<file path="src/rtl/ones_mod_detector.sv">
// Counts qualifying serial bits modulo MOD, flags multiples of MOD and grades each frame.
// One-cycle latency on all registered outputs; no backpressure (every valid bit is consumed).
module ones_mod_detector #(
  parameter  int MOD = 4,
  parameter  int PW  = 16,
  localparam int CW  = (MOD > 1) ? $clog2(MOD) : 1
) (
  input  logic          clk,
  input  logic          reset,
  input  logic          clear,
  input  logic          din_valid,
  input  logic          din,
  input  logic          count_zeros,
  input  logic          frame_end,
  output logic [CW-1:0] count,
  output logic          detected,
  output logic          wrap_pulse,
  output logic          result_valid,
  output logic          result_pass,
  output logic [PW-1:0] pass_frames
);

  localparam logic [CW-1:0] LAST = CW'(MOD - 1);

  logic [CW-1:0] count_q, count_d, next_cnt;
  logic          wrap_q, wrap_d;
  logic          rv_q, rv_d;
  logic          rp_q, rp_d;
  logic [PW-1:0] pf_q, pf_d;
  logic          qual;
  logic          at_last;

  always_comb begin
    count_d  = count_q;
    wrap_d   = 1'b0;
    rv_d     = 1'b0;
    rp_d     = rp_q;
    pf_d     = pf_q;
    qual     = din_valid & (din ^ count_zeros);
    // Explicit compare against MOD-1 so non-power-of-2 moduli wrap correctly.
    at_last  = (count_q == LAST);
    next_cnt = count_q;
    if (qual) begin
      next_cnt = at_last ? '0 : count_q + CW'(1);
    end

    if (clear) begin
      count_d = '0;
    end else if (din_valid) begin
      wrap_d = qual & at_last;
      if (frame_end) begin
        count_d = '0;
        rv_d    = 1'b1;
        rp_d    = (next_cnt == '0);
        if ((next_cnt == '0) && (pf_q != '1)) begin
          pf_d = pf_q + PW'(1);
        end
      end else begin
        count_d = next_cnt;
      end
    end
  end

  always_ff @(posedge clk) begin
    if (!reset) begin
      count_q <= '0;
      wrap_q  <= 1'b0;
      rv_q    <= 1'b0;
      rp_q    <= 1'b0;
      pf_q    <= '0;
    end else begin
      count_q <= count_d;
      wrap_q  <= wrap_d;
      rv_q    <= rv_d;
      rp_q    <= rp_d;
      pf_q    <= pf_d;
    end
  end

  assign count        = count_q;
  assign detected     = (count_q == '0);
  assign wrap_pulse   = wrap_q;
  assign result_valid = rv_q;
  assign result_pass  = rp_q;
  assign pass_frames  = pf_q;

endmodule

</file>
<file path="config.mk">
export PLATFORM = sky130hd
export DESIGN_NAME = ones_mod_detector
export DESIGN_NICKNAME = d
export VERILOG_FILES = /design/src/rtl/ones_mod_detector.sv
export SDC_FILE = /design/constraint.sdc
export NUM_CORES = 1
export LEC_CHECK = 0
export BUFFER_PORTS_ARGS = -buffer_cell sky130_fd_sc_hd__buf_2
export CORE_MARGIN = 4
export CORE_UTILIZATION = 40
export DETAILED_ROUTE_END_ITERATION = 7
export GPL_TIMING_DRIVEN = 0
export PLACE_DENSITY_LB_ADDON = 0.08
export SYNTH_ARGS = -nofsm -noshare
export SYNTH_HDL_FRONTEND = slang
export SYNTH_SLANG_ARGS = --single-unit
</file>
<file path="constraint.sdc">
create_clock -name clk -period 2.1 [get_ports clk]
set_input_delay 0.315 -clock clk [delete_from_list [all_inputs] [get_ports clk]]
set_output_delay 0.315 -clock clk [all_outputs]
set_load 0.01 [all_outputs]
</file>
==> impl_metrics.csv <==
group,metric,value,unit
run_status,status,"finished, final reports clean",
placed_design,portBuffers,28,
worst_setup_path,startpoint_type,"register",
finish,instances_no_fill,189,
finish,layout_common_cells,"buf_2 (29), dfxtp_1 (19), nor2_1 (12)",
placed_design,placed_area,1280,µm²
worst_setup_path,cp_max_fo,10,
clock_network,clkSinkCount,21,
sta,timing.fmax,503,MHz
synth,synth_xor_area_frac,0.0386,
finish,drive_gt1_frac,0.302,
finish,nNetsFinal,170,
sta,timing.final.crit_share,0.947,
sta,setup_tns,0,ns
detailed_routing,wl_per_cell,12.6,µm
synth,yosysSeqAreaShare,0.382,
power,power_density,489,nW/µm²
worst_setup_path,max_stage_delay,0.38,ns
synth,synth_top_area_cell,"dfxtp_1",
sta,finalClockSkew,0.00830,ns
clock_network,ctsHoldBuffers,0,
finish,n_antenna_cell,0,
worst_setup_path,end_kind,"register",
synth,synth.area.top_cells,"dfxtp_1 (38%), a21oi_1 (4.5%), nor2_1 (4.1%)",
finish,area_growth,21.2,%
placed_design,gp_congestion,0.744,
global_route,grt_antenna_before_repair,0,
floorplanning,row_count,18,
placed_design,placed_cells,183,
floorplanning,die_w,60.5,µm
clock_network,insertion_delay,0.31,ns
clock_network,cts.clk_slew.worst_paths,0.12,ns
floorplanning,core_region_area,2540,µm²
floorplanning,die_area,3660,µm²
floorplanning,start_util,0.433,
flow_run,maxCapViolations,0,
synth,synth_nets,135,
detailed_routing,route.detailed.drc,0,
global_route,grt_max_degree,12,
sta,relSlewSlack,0.674,
clock_network,h-tree-depth,1,
worst_setup_path,rr_worst_depth,8,
placed_design,place_hpwl,1.79,mm
synth,synth_edf_count,0,
detailed_routing,dr.pass1.iters,4,
global_route,first_global_vias,941,
hold_path,hold_path.class,"primary input to register",
sta,finalMaxSlewViolations,0,
global_route,grt_pass1_wl,4.21,mm
sta,finalSetupViolations,0,
global_route,grt_overflow_total,0,
worst_setup_path,crit_type,"register to register",
worst_setup_path,worstPathRequired,2.35,ns
worst_setup_path,critPathSlowestCell,"dfxtp_4",
synth,syn-instance-count,125,
synth,synth-compound-area-share,0.188,
hold_path,hold_depth,3,
sta,tightest_slew,0.487,ns
synth,synth_top_area_frac,0.382,
floorplanning,die_h,60.5,µm
synth,ys_seq_elements,21,
sta,finalHoldViolCount,0,
worst_setup_path,worstPathArrival,2.24,ns
synth,yosys.area_share.simple,0.294,
finish,utilization,0.525,
detailed_routing,drt-total-wl,2.38,mm
finish,nFillCells,250,
synth,syn_area,1100,µm²
synth,synthFlopType,"dfxtp_1",
synth,syn_avg_cell_area,8.81,µm²
synth,synth_top_family_by_area,"simple AND/OR/NAND/NOR gates",
finish,layout_commonest_cell,"buf_2",
sta,fin_crit,1.99,ns
power,p_leak,0.000544,µW
synth,yosys_warnings,0,
detailed_routing,vias_per_cell,5.41,
detailed_routing,vias,1023,
synth,synth_cell_types,41,
clock_network,cts_buffers,3,
detailed_routing,antenna_left,0,
floorplanning,ioPinCount,29,
power,peakVddDrop,0.000284,V
detailed_routing,drtIter0Drc,37,
finish,final_cell_area,1340,µm²
clock_network,cts-root-buf,"clkbuf_4",
worst_setup_path,path_cells,"inv_1 -> ha_1 -> o21ba_2 -> mux2i_2 -> nand4bb_4 -> buf_6 -> or3_1 -> a21oi_1",
synth,async_flop_share,0,
synth,synthAdderAreaFrac,0.0341,
clock_network,cts_buffer_depth,2,
clock_network,cts_tree,"built",
global_route,track_usage,0.149,
sta,rsz0062_at_grt,"no",
synth,yosys-mux-area-fraction,0.0216,
## cell type report
| class | instances | area, µm² | area share |
|---|---|---|---|
| Multi-Input combinational cell | 94 | 642 | 0.481 |
| Sequential cell | 21 | 428 | 0.321 |
| Timing Repair Buffer | 30 | 155 | 0.116 |
| Tap cell | 30 | 37.5 | 0.0281 |
| Buffer | 4 | 23.8 | 0.0178 |
| Inverter | 6 | 22.5 | 0.0169 |
| Clock buffer | 4 | 26.3 | 0.0197 |
## worst paths after layout
check	start	endpoint	slack [ns]
max	count[0]$_SDFFE_PP0P_	pass_frames[12]$_SDFFE_PN0P_	0.11
min	din_valid	wrap_pulse$_SDFF_PP0_	0.29
max reg2reg	count[0]$_SDFFE_PP0P_	pass_frames[12]$_SDFFE_PN0P_	0.11
min reg2reg	result_pass$_SDFFE_PN0P_	result_pass$_SDFFE_PN0P_	0.51
## per-layer routing
metal	routed length, µm	part of all wire	track usage	vias up
met1	1100	0.46	0.201	476
met2	1130	0.48	0.238	23
li1	-	-	-	522
met4	13	0.0055	0.0464	0
met3	132	0.056	0.0319	2
met5	0	0	0	-
## sequential cells by signal, indices dropped and copies added, names as in the netlist
| name | flops |
|---|---|
| pass_frames | 16 |
| count | 2 |
| result_pass | 1 |
| result_valid | 1 |
| wrap_pulse | 1 |
## power breakdown
part           internal [µW]  total, µW  switching (µW)
Clock                   74.1        199             125
Sequential               399        401            2.19
Combinational           22.7       53.1            30.3
Total                    496        653             158
## logic make-up after synthesis
group | after synthesis
compound gates | 31
xor+xnor | 4
flops | 21
mux | 2
fa+ha+maj | 3
simple gates | 54
buf+inv | 10
## critical path, delay by kind of cell, from the launching register on
kind | cells | cell delay (ns)
mux | 1 | 0.12
simple gates | 2 | 0.56
buf+inv | 2 | 0.21
compound gates | 2 | 0.37
flops | 1 | 0.38
fa+ha+maj | 1 | 0.29
## per-stage QoR
stage / worst slack (ns) / power (µW) / hold WS, ns
after global placement: 0.00711 / 461 / 0.490
final: 0.110 / 653 / 0.295
after CTS: 0.0344 / 660 / 0.261
after global routing: 0.00687 / 690 / 0.290
after floorplan: 0.0642 / 443 / 0.458
after detailed placement: -0.0176 / 461 / 0.493
## repair_timing
action	4_1_cts	5_1_grt
setup buffers	0	2
setup endpoints to repair	6	8
pin swaps	0	1
resized for setup	1	5
## Yosys cell counts, drive strengths merged, types with 2 or more instances
cell / n
dfxtp: 21
nor2: 12
a21oi: 10
nand2: 8
o21ai: 8
and3: 6
inv: 6
or3: 6
nand3: 4
nand4: 4
a211oi: 3
ha: 3
nand2b: 3
a2111oi: 2
a22oi: 2
buf: 2
clkbuf: 2
mux2i: 2
nor4: 2
xnor2: 2
xor2: 2
Note: power is estimated with default switching activity, not from simulation.
